===== config.mk =====
export PLATFORM = sky130hd
export DESIGN_NAME = if_stage
export DESIGN_NICKNAME = d
export VERILOG_FILES = /design/src/rtl/if_stage.sv
export SDC_FILE = /design/constraint.sdc
export NUM_CORES = 1
export LEC_CHECK = 0
export ABC_AREA = 1
export BUFFER_PORTS_ARGS = -buffer_cell sky130_fd_sc_hd__buf_2
export CAP_MARGIN = 30
export CORE_MARGIN = 4
export CORE_UTILIZATION = 35
export CTS_CLUSTER_SIZE = 12
export DETAILED_ROUTE_END_ITERATION = 12
export PLACE_DENSITY = 0.64
export SLEW_MARGIN = 20
export SYNTH_ARGS = -nofsm -noshare
export SYNTH_HDL_FRONTEND = slang
export SYNTH_SLANG_ARGS = --single-unit

===== constraint.sdc =====
create_clock -name clk -period 4.62 [get_ports clk]
set_clock_uncertainty 0.2 [all_clocks]
set_input_delay 0.231 -clock clk [delete_from_list [all_inputs] [get_ports clk]]
set_output_delay 0.231 -clock clk [all_outputs]
set_load 0.02 [all_outputs]

===== src/rtl/if_stage.sv =====
// if_stage: RV32I instruction fetch with Wishbone classic master and field-split IF/ID register.
module if_stage #(
  parameter int ADDR_WIDTH = 32,
  parameter int DATA_WIDTH = 32,
  parameter logic [ADDR_WIDTH-1:0] PC_ADDR = 32'h8000_0000
) (
  input  logic                    clk,
  input  logic                    reset,
  input  logic                    stall_i,
  input  logic                    flush_i,
  input  logic                    branch_taken_i,
  input  logic [ADDR_WIDTH-1:0]   branch_target_i,
  output logic                    wb_cyc_o,
  output logic                    wb_stb_o,
  input  logic                    wb_ack_i,
  output logic [ADDR_WIDTH-1:0]   wb_adr_o,
  input  logic [DATA_WIDTH-1:0]   wb_dat_i,
  output logic [DATA_WIDTH-1:0]   wb_dat_o,
  output logic                    wb_we_o,
  output logic [DATA_WIDTH/8-1:0] wb_sel_o,
  output logic                    if_id_valid_o,
  output logic [ADDR_WIDTH-1:0]   if_id_pc_o,
  output logic [31:0]             instruction,
  output logic [6:0]              opcode,
  output logic [4:0]              rd,
  output logic [4:0]              rs1,
  output logic [4:0]              rs2,
  output logic [2:0]              funct3,
  output logic [11:0]             I_imm,
  output logic [11:0]             S_imm,
  output logic [11:0]             SB_imm,
  output logic [19:0]             U_imm,
  output logic [19:0]             UJ_imm
);
  localparam logic [31:0] NOP = 32'h0000_0013;
  typedef enum logic [1:0] {IDLE, REQ, HOLD} state_t;
  state_t state, state_n;
  logic [ADDR_WIDTH-1:0] pc, pc_n, pend_tgt, pend_tgt_n, buf_pc, buf_pc_n, tgt, ld_pc;
  logic [DATA_WIDTH-1:0] buf_w, buf_w_n;
  logic                  pend, pend_n, ld;
  logic [31:0]           ld_w;
  assign tgt = branch_target_i & ~ADDR_WIDTH'(3);
  always_comb begin
    state_n    = state;
    pc_n       = pc;
    pend_n     = pend;
    pend_tgt_n = pend_tgt;
    buf_w_n    = buf_w;
    buf_pc_n   = buf_pc;
    ld         = 1'b0;
    ld_w       = buf_w[31:0];
    ld_pc      = buf_pc;
    case (state)
      IDLE: begin
        state_n = branch_taken_i ? IDLE : REQ;
        pc_n    = branch_taken_i ? tgt : pc;
      end
      REQ: begin
        // a redirect seen mid-cycle is remembered so the bus cycle can finish cleanly
        if (wb_ack_i) begin
          state_n = IDLE;
          pend_n  = 1'b0;
          if (branch_taken_i) pc_n = tgt;
          else if (pend) pc_n = pend_tgt;
          else begin
            pc_n = pc + ADDR_WIDTH'(4);
            if (stall_i) begin
              state_n  = HOLD;
              buf_w_n  = wb_dat_i;
              buf_pc_n = pc;
            end else begin
              ld    = 1'b1;
              ld_w  = wb_dat_i[31:0];
              ld_pc = pc;
            end
          end
        end else if (branch_taken_i) begin
          pend_n     = 1'b1;
          pend_tgt_n = tgt;
        end
      end
      HOLD: begin
        if (branch_taken_i) begin
          pc_n    = tgt;
          state_n = IDLE;
        end else if (!stall_i) begin
          ld      = 1'b1;
          state_n = IDLE;
        end
      end
      default: state_n = IDLE;
    endcase
  end
  always_ff @(posedge clk or negedge reset) begin
    if (!reset) begin
      state         <= IDLE;
      pc            <= PC_ADDR;
      pend          <= 1'b0;
      pend_tgt      <= '0;
      buf_w         <= '0;
      buf_pc        <= '0;
      if_id_valid_o <= 1'b0;
      if_id_pc_o    <= '0;
      instruction   <= NOP;
    end else begin
      state    <= state_n;
      pc       <= pc_n;
      pend     <= pend_n;
      pend_tgt <= pend_tgt_n;
      buf_w    <= buf_w_n;
      buf_pc   <= buf_pc_n;
      if (flush_i) begin
        if_id_valid_o <= 1'b0;
        instruction   <= NOP;
      end else if (!stall_i) begin
        if_id_valid_o <= ld;
        instruction   <= ld ? ld_w : NOP;
        if_id_pc_o    <= ld ? ld_pc : if_id_pc_o;
      end
    end
  end
  assign wb_cyc_o = state == REQ;
  assign wb_stb_o = state == REQ;
  assign wb_adr_o = pc;
  assign wb_dat_o = '0;
  assign wb_we_o  = 1'b0;
  assign wb_sel_o = '1;
  assign opcode = instruction[6:0];
  assign rd     = instruction[11:7];
  assign funct3 = instruction[14:12];
  assign rs1    = instruction[19:15];
  assign rs2    = instruction[24:20];
  assign I_imm  = instruction[31:20];
  assign S_imm  = {instruction[31:25], instruction[11:7]};
  assign SB_imm = {instruction[31], instruction[7], instruction[30:25], instruction[11:8]};
  assign U_imm  = instruction[31:12];
  assign UJ_imm = {instruction[31], instruction[19:12], instruction[20], instruction[30:21]};
endmodule


# [Yosys cells after proc, flatten, opt, wreduce, memory -nomap -nowiden]
# Cells that the tools add are included.
[totals] regBits=194 in_bits=70 out_inout_bits=237 elab_cells=65
[classes] add_sub_neg=1 n_eq_ne=6 n_mux=34 bitwise=5 n_reduce_logical=10
[ops] op="2-to-1 mux 32 bit" n=15
[ops] op="one-hot mux 32 bit (2 select lines)" n=1
[ops] op="adder 32 x 3 -> 32 bit, second input constant" n=1
[ops] op="2-to-1 mux 2 bit" n=6
[ops] op="2-to-1 mux 1 bit" n=10
[ops] op="AND reduction 3 bit" n=3
[ops] op="!= test 2 x 1 -> 1 bit, second input constant" n=3
[ops] op="one-hot mux 2 bit (3 select lines)" n=1
[ops] op="inverter 1 bit" n=5
[ops] op="AND reduction 5 bit" n=1
[ops] op="AND reduction 2 bit" n=2
[ops] op="nonzero test 2 bit" n=2
[ops] op="!= test 3 bit, second input constant" n=1
[ops] op="== test 2 x 1 -> 1 bit, second input constant" n=1
[ops] op="== test 2 bit, second input constant" n=1
[ops] op="logical NOT 2 bit" n=1
[ops] op="one-hot mux 1 bit (2 select lines)" n=1
[ops] op="OR reduction 2 bit" n=1

# [Depth between registers and ports, before layout]
# Gate-level depths: netlist of run 1.
[depth] word_depth=8 mapped_depth=12 mapped_depth_nobuf=10

# [Worst setup path before layout of run 1]
# No wires, ideal clock.
[synth_path] path_type="flip-flop to flip-flop" from="register state[1]" to="register if_id_pc_o[26]" setup_time_ns=0.077 arrival_ns=1.736 t_required_ns=4.343 setup_slack_ns=2.606 path_stages_with_launch=13 path_buffers=2 synth_period_minus_slack_ns=2.014 path_cell_list="dfrtp_1 > inv_1 > ha_1 > nand2_2 > nor2_4 > nand2_2 > inv_2 > buf_6 > buf_6 > nand2_1 > o21ai_0 > inv_1 > o21ai_1"
[synth_between] elab_chain_len=3 elab_cells_between_ends=5
[synth_lines] item="from (decl)" line="37" rtl="state_t state, state_n;"
[synth_lines] item="from (signal assigned)" line="106" rtl="state <= state_n;"
[synth_lines] item="== test 2 x 1 -> 1 bit (*)"
[synth_lines] item="named net wb_cyc_o" line="13" rtl="output logic wb_cyc_o,"
[synth_lines] item="one-hot mux 1 bit (2 select lines)" line="53" rtl="case (state)"
[synth_lines] item="AND reduction 3 bit (no source line)"
[synth_lines] item="to (signal assigned)" line="118" rtl="if_id_pc_o <= ld ? ld_pc : if_id_pc_o;"
[synth_lines] item="to (decl)" line="22" rtl="output logic [ADDR_WIDTH-1:0] if_id_pc_o,"
# Mark *: on every way through the listed nets, which the timed path passes. The rest lies on a longest branch.
# A chain may end at the register's enable or synchronous reset.

# [Worst setup path in the final report of run 1]
[layout_path] from="register state[1]" to="register buf_w[11]"
[layout_between] elab_chain_len=2
[layout_lines] item="== test 2 x 1 -> 1 bit" line="53"
[layout_lines] item="AND reduction 5 bit (no source line)"
[layout_lines] item="to (signal assigned)" line="110" rtl="buf_w <= buf_w_n;"
[layout_lines] item="to (decl)" line="39" rtl="logic [DATA_WIDTH-1:0] buf_w, buf_w_n;"
# No other way between the ends.

==> summary.txt, run 1 <==
Clocking
  • Post_cts resized: 0
  • Setup bufs post-CTS: 0
  • Cts bufs inserted: 17
  • Cts hold-fix bufs: 65
  • Root Driver: clkbuf_16
  • Deepest level of the CTS H-tree: 4
  • Worst-path clk slew: 0.08 ns
  • Worst-Skew Late Latency: 0.44 ns
  • Clock sink total: 188
  • CTS max path bufs: 2
  • CTS tree: done

Final layout
  • P&R area growth vs syn: 19.58%
  • Finished Cell Area: 0.01231 sq mm
  • # fillers: 2926
  • Multi-input gate area in the final layout: 0.003637 sq mm
  • Layout Nets: 1582
  • Fraction of layout instances using a drive strength above 1: 0.2249
  • N_diodes: 0
  • FF+latch area: 0.004710 sq mm

Route
  • Wire length per cell: 14.58 um
  • Vias: 8816
  • Drt pass-1 iters: 5
  • DRC Markers: 0
  • Routed WL: 27780 um
  • Antenna Violating Nets Remaining: 0
  • Vias/cell: 4.628
  • Drt initial violations: 483

Synth
  • Yosys top cell by area: dfrtp_1
  • Mapped Cells: 1313
  • Top post-synthesis cells by area: dfrtp_1 (45%), buf_4 (11%), nand2_1 (10%), inv_1 (7.1%), a21oi_1 (3.8%)
  • Syn_area_per_cell: 7.839 sq um
  • Top post-synthesis cells by count: nand2_1 (276), inv_1 (196), dfrtp_1 (184)
  • Count leader, synth: nand2_1
  • Post-synthesis sequential area ratio: 0.4576
  • Cell area after synthesis: 0.01029 sq mm
  • Ys flop type: dfrtp_1
  • Post-synth EDFFs: 0
  • Share of the synthesized area in the top cell type: 0.4474
  • Unique cell type count in the Yosys netlist: 33
  • Post-synth ARST share: 1.000
  • Post-synthesis register bit count: 188
  • Ys Warns: 0

Timing
  • Number of setup violations in the final report: 0
  • Hold Slack: 0.03414 ns
  • Final Hold Viols: 0
  • Worst-Margin Slew: 0.9352 ns
  • Pins Over Slew Limit: 0
  • Final setup TNS: 0 ns
  • Worst relative slew slack: 0.3750
  • Minimum clock period: 2.849 ns
  • RSZ-0062 raised after global routing: no
  • Tcrit/Tclk final: 0.6166
  • Max Freq: 351.1 MHz

Setup path
  • CP peak stage delay: 0.70 ns
  • Slowest CP cell: nor2_4
  • Crit. End Element: flip-flop
  • CP startpoint kind: flip-flop
  • Worst EP arrival: 2.92 ns
  • Crit path max fanout: 34
  • Crit path kind: flip-flop to flip-flop
  • Critical path required time: 4.70 ns
  • Worst-path cell chain: inv_1 -> ha_1 -> nand2_2 -> nor2_4 -> nand2_2 -> nor2_4 -> buf_4 -> o22ai_1

Die
  • Core area: 0.02886 sq mm
  • Die area: 0.03221 sq mm
  • Chip Width: 179.5 um
  • I/O Pins: 307
  • Die H: 179.5 um
  • Rows: 62
  • Starting Density: 0.3567

Global route
  • Tot GR Track Use: 0.1685
  • Most Used Layer, Global Route: met2
  • GR Overflow Total: 0
  • Initial antenna violation count: 0
  • Vias in the first global route: 8421
  • M2 GR Usage: 0.2829
  • M1 GR Usage: 0.2161
  • Met3 Usage GRT: 0.04729
  • Largest net degree at the start of global routing: 113
  • First-pass GRT wire length: 45180 um

Power and ir drop
  • Pwr/cell area: 534.1 mW/mm^2
  • Part of the power in registers: 0.408
  • Switching power total: 2.674 mW
  • Sw Share: 0.4067
  • Clock share of power: 0.234
  • Combinational share of power: 0.358
  • Internal: 3.900 mW
  • Maximum vdd drop: 273.5 uV
  • Pleak: 6.604 nW

Placement
  • Hpwl dp: 18930 um
  • # port buffers: 263
  • Placed cell areas: 0.01101 sq mm
  • Final GP Congestion: 0.8427

Hold path
  • Hold crit path type: primary input to async pin

Run
  • # Max-Cap Violations: 0

Status
  • Status: complete, no violations
[routing by layer]
layer | up-vias | wire length [um]
met5 | - | 0
met4 | 0 | 357
met3 | 29 | 2104
met2 | 318 | 13230
met1 | 4072 | 12090
li1 | 4397 | -
[layout make-up]
| cell class | count | area share |
|---|---|---|
| clock buffer | 17 | 0.03456 |
| clock inverter | 15 | 0.01545 |
| inverter | 199 | 0.06089 |
| multi-input combinational | 763 | 0.2955 |
| sequential | 188 | 0.3826 |
| tap | 384 | 0.03904 |
| timing repair buffer | 339 | 0.1719 |
[worst max-delay path: cells and delay by family (launching register included)]
kind,cells,cell delay [ns]
AOI/OAI and AO/OA,1,0.13
adders and majority gates,1,0.28
buffers and inverters,2,0.58
DFF,1,0.40
and+or+nand+nor,4,1.08
[flip-flops by register name, summed over array words and instances, names as in the netlist]
| name | count |
|---|---|
| instruction | 32 |
| wb_adr_o | 30 |
| state | 2 |
| buf_pc | 30 |
| buf_w | 32 |
| pend_tgt | 30 |
| if_id_valid_o | 1 |
| pend | 1 |
| if_id_pc_o | 30 |
[through the flow]
step	instances	worst slack [ns]	util	power (mW)
after floorplan	1352	2.606	-	4.300
after global placement	1807	1.807	0.3817	4.974
after detailed placement	1807	1.756	0.3817	5.040
after CTS	1904	1.741	0.4256	6.656
after global routing	1905	1.565	0.4265	7.087
final	1905	1.771	0.4265	6.574
[cells in the final DEF, fill, tap and decap left out, drive strengths merged, types with 3 or more instances in the layout]
master | Yosys | layout
dfstp | 4 | 4
clkinv | 1 | 6
nand2 | 291 | 291
buf | 168 | 273
dlygate4sd3 | 0 | 65
o211ai | 5 | 5
mux2 | 5 | 5
o21ai | 151 | 151
a21oi | 79 | 79
clkbuf | 34 | 18
ha | 4 | 4
nand3 | 34 | 34
a22oi | 4 | 4
o22a | 3 | 3
xor2 | 7 | 7
nor2 | 70 | 70
inv | 198 | 207
conb | 2 | 41
o22ai | 63 | 63
dfrtp | 184 | 184
[path summary, 6_finish.rpt]
path | from | to | slack (ns) | cells past startpoint
worst max-delay path | state[1] | buf_w[11] | 1.77 | 8
worst min-delay path | reset | pend_tgt[25] | 0.03 | 2
worst max register to register | state[1] | buf_w[11] | 1.77 | 8
worst min register to register | if_id_valid_o | if_id_valid_o | 0.28 | 2
max in group asynchronous | reset | buf_w[24] | 3.07 | 4
min in group clk | stall_i | state[0] | 0.07 | 3
[power by group through the flow]
stage / Combinational (mW) / Clock [mW] / Sequential (mW)
global route: 2.67 / 1.67 / 2.75
floorplan: 1.46 / 0 / 2.84
CTS: 2.38 / 1.60 / 2.68
finish: 2.35 / 1.54 / 2.68
global placement: 2.28 / 0 / 2.69
detailed placement: 2.32 / 0 / 2.72
[cell families after synthesis]
kind of cell | count (synthesis) | synth area share
compound gates | 310 | 0.1637
xor+xnor | 7 | 0.005957
fa+ha+maj | 4 | 0.004863
mux | 5 | 0.005470
flops | 188 | 0.4576
simple gates | 396 | 0.1551
buf+inv | 401 | 0.2065
other cells | 2 | 0.0007297
(Power assumes the default switching activity.)
==> inputs of run 2 (changes only) <==
--- a/config.mk
+++ b/config.mk
@@ -12,7 +12,7 @@
 export CORE_UTILIZATION = 35
 export CTS_CLUSTER_SIZE = 12
 export DETAILED_ROUTE_END_ITERATION = 12
-export PLACE_DENSITY = 0.64
+export PLACE_DENSITY = 0.66
 export SLEW_MARGIN = 20
 export SYNTH_ARGS = -nofsm -noshare
 export SYNTH_HDL_FRONTEND = slang
==> constraint.sdc (replaced) <==
create_clock -name clk -period 2.6 [get_ports clk]
set_clock_uncertainty 0.2 [all_clocks]
set_input_delay 0.13 -clock clk [delete_from_list [all_inputs] [get_ports clk]]
set_output_delay 0.13 -clock clk [all_outputs]
set_load 0.02 [all_outputs]
==> summary.txt, run 2 (synthesized netlist as in run 1, its figures left out) <==
Setup path
  • Slowest CP cell: dfrtp_1
  • Worst EP arrival: 2.49 ns
  • Crit. End Element: flip-flop
  • Critical path required time: 2.76 ns
  • Crit path max fanout: 50
  • R2R Path Start: state[1]
  • CP peak stage delay: 0.40 ns
  • Worst reg-to-reg path cell count: 11
  • Worst-path cell chain: inv_1 -> ha_1 -> nand2_2 -> nor2_4 -> nand2_2 -> inv_4 -> buf_12 -> nand2_1 -> o21ai_0 -> inv_1 -> o21ai_1
  • Critical Path Start: state[1]
  • Crit path kind: flip-flop to flip-flop
  • WP buf/inv: 4
  • CP startpoint kind: flip-flop
  • R2r setup slk: 0.27 ns
  • Cell family with most CP delay: buffers and inverters
  • Reg-to-Reg End: instruction[27]

Timing
  • Hold Slack: 0.01346 ns
  • Pins Over Slew Limit: 0
  • Final Hold Viols: 0
  • Max Freq: 428.5 MHz
  • Final setup TNS: 0 ns
  • Number of setup violations in the final report: 0
  • Worst-Margin Slew: 0.6051 ns
  • Tcrit/Tclk final: 0.8975
  • Worst relative slew slack: 0.5947
  • RSZ-0062 raised after global routing: no
  • Minimum clock period: 2.333 ns

Global route
  • Initial antenna violation count: 0
  • Met3 Usage GRT: 0.04426
  • Largest net degree at the start of global routing: 63
  • First-pass GRT wire length: 46060 um
  • M1 GR Usage: 0.2247
  • GR Overflow Total: 0
  • Most Used Layer, Global Route: met2
  • Vias in the first global route: 8525
  • Tot GR Track Use: 0.1727
  • M2 GR Usage: 0.2906

Die
  • Die area: 0.03221 sq mm
  • Core area: 0.02886 sq mm
  • Die H: 179.5 um
  • I/O Pins: 307
  • Rows: 62
  • Chip Width: 179.5 um
  • Starting Density: 0.3567

Clocking
  • Cts bufs inserted: 17
  • Deepest level of the CTS H-tree: 4
  • Worst-Skew Late Latency: 0.45 ns
  • Clock sink total: 188
  • Root Driver: clkbuf_16
  • CTS max path bufs: 2
  • CTS tree: done
  • Worst-path clk slew: 0.08 ns

Final layout
  • Most frequent cells in the layout: nand2_1 (276), buf_2 (262), inv_1 (196)
  • N_diodes: 0
  • Commonest non-fill, non-tap cell in the layout: nand2_1
  • Registers with the most flip-flops: buf_w x32, instruction x32
  • Final core utilization: 0.4323
  • P&R area growth vs syn: 21.20%
  • Layout Nets: 1593
  • Fraction of layout instances using a drive strength above 1: 0.2285

Route
  • Antenna Violating Nets Remaining: 0
  • Wire length per cell: 14.46 um
  • DRC Markers: 0
  • Vias/cell: 4.618
  • Drt initial violations: 449
  • Drt pass-1 iters: 4
  • Vias: 8848
  • Routed WL: 27710 um

Run
  • # Max-Cap Violations: 0

Hold path
  • Hold crit path type: primary input to async pin

Power and ir drop
  • Maximum vdd drop: 380.5 uV
  • Pwr/cell area: 957.6 mW/mm^2
  • Pleak: 6.685 nW

Placement
  • Hpwl dp: 19510 um
  • # port buffers: 263
  • Final GP Congestion: 0.8686

Status
  • Status: complete, no violations
run 2: changes by cell type in the layout (fill, tap and decap cells not counted), sizes merged:
cell         before  now
buf             273  281
inv             207  206
clkinv            6    4
dlygate4sd3      65   68
bufinv            1    4
run 2: through the flow:
stage          worst slack, ns  instance area, sq um  power [mW]  cells
2_1_floorplan           0.5864                 10440       7.640   1352
3_3_place_gp            0.3102                 11120       8.870   1816
3_5_place_dp            0.2589                 11120       8.987   1816
4_1_cts                 0.2408                 12470       12.08   1916
5_1_grt               0.004508                 12470       12.90   1916
6_report                0.2665                 12470       11.95   1916
run 2: power breakdown:
group / internal, mW / switching [mW]
sequential: 4.01 / 0.763
clock: 1.68 / 1.29
combinational: 1.55 / 2.66
total: 7.23 / 4.71
run 2: per-layer routing:
metal | share of wire | vias up | wire [um]
li1 | - | 4406 | -
met1 | 0.44 | 4127 | 12310
met2 | 0.48 | 295 | 13240
met3 | 0.067 | 20 | 1868
met4 | 0.011 | 0 | 295
met5 | 0 | - | 0
run 2: worst register-to-register path: stages (launching register included):
cell,delay (ns)
dfrtp_1,0.40
inv_1,0.10
ha_1,0.28
nand2_2,0.11
nor2_4,0.13
nand2_2,0.13
inv_4,0.24
buf_12,0.28
nand2_1,0.11
o21ai_0,0.10
inv_1,0.06
o21ai_1,0.14
run 2: timing repair:
| item | 4_1_cts | 5_1_grt |
|---|---|---|
| setup buffers | 0 | 0 |
| hold endpoints to repair | 313 | 0 |
| gates resized for setup | 0 | 0 |
| hold buffers | 68 | 0 |
run 2: area by class of cell:
type | count | area (sq um)
fillers | 2881 | 16380
repair buffers | 350 | 2223
well taps | 384 | 480.5
multi-input cells | 763 | 3637
clock inverters | 15 | 249.0
flip-flops and latches | 188 | 4710
clock buffers | 17 | 425.4
inverters | 199 | 749.5
run 2: how the worst max path moves through the flow:
| stage | endpoint | slack, ns | cells after the start |
|---|---|---|---|
| 3_3_place_gp | instruction[6] | 0.31 | 11 |
| 3_5_place_dp | instruction[6] | 0.26 | 11 |
| 6_report | instruction[27] | 0.27 | 11 |
| 2_1_floorplan | if_id_pc_o[26] | 0.59 | 12 |
| 4_1_cts | instruction[6] | 0.24 | 11 |
| 5_1_grt | instruction[5] | 0.005 | 11 |
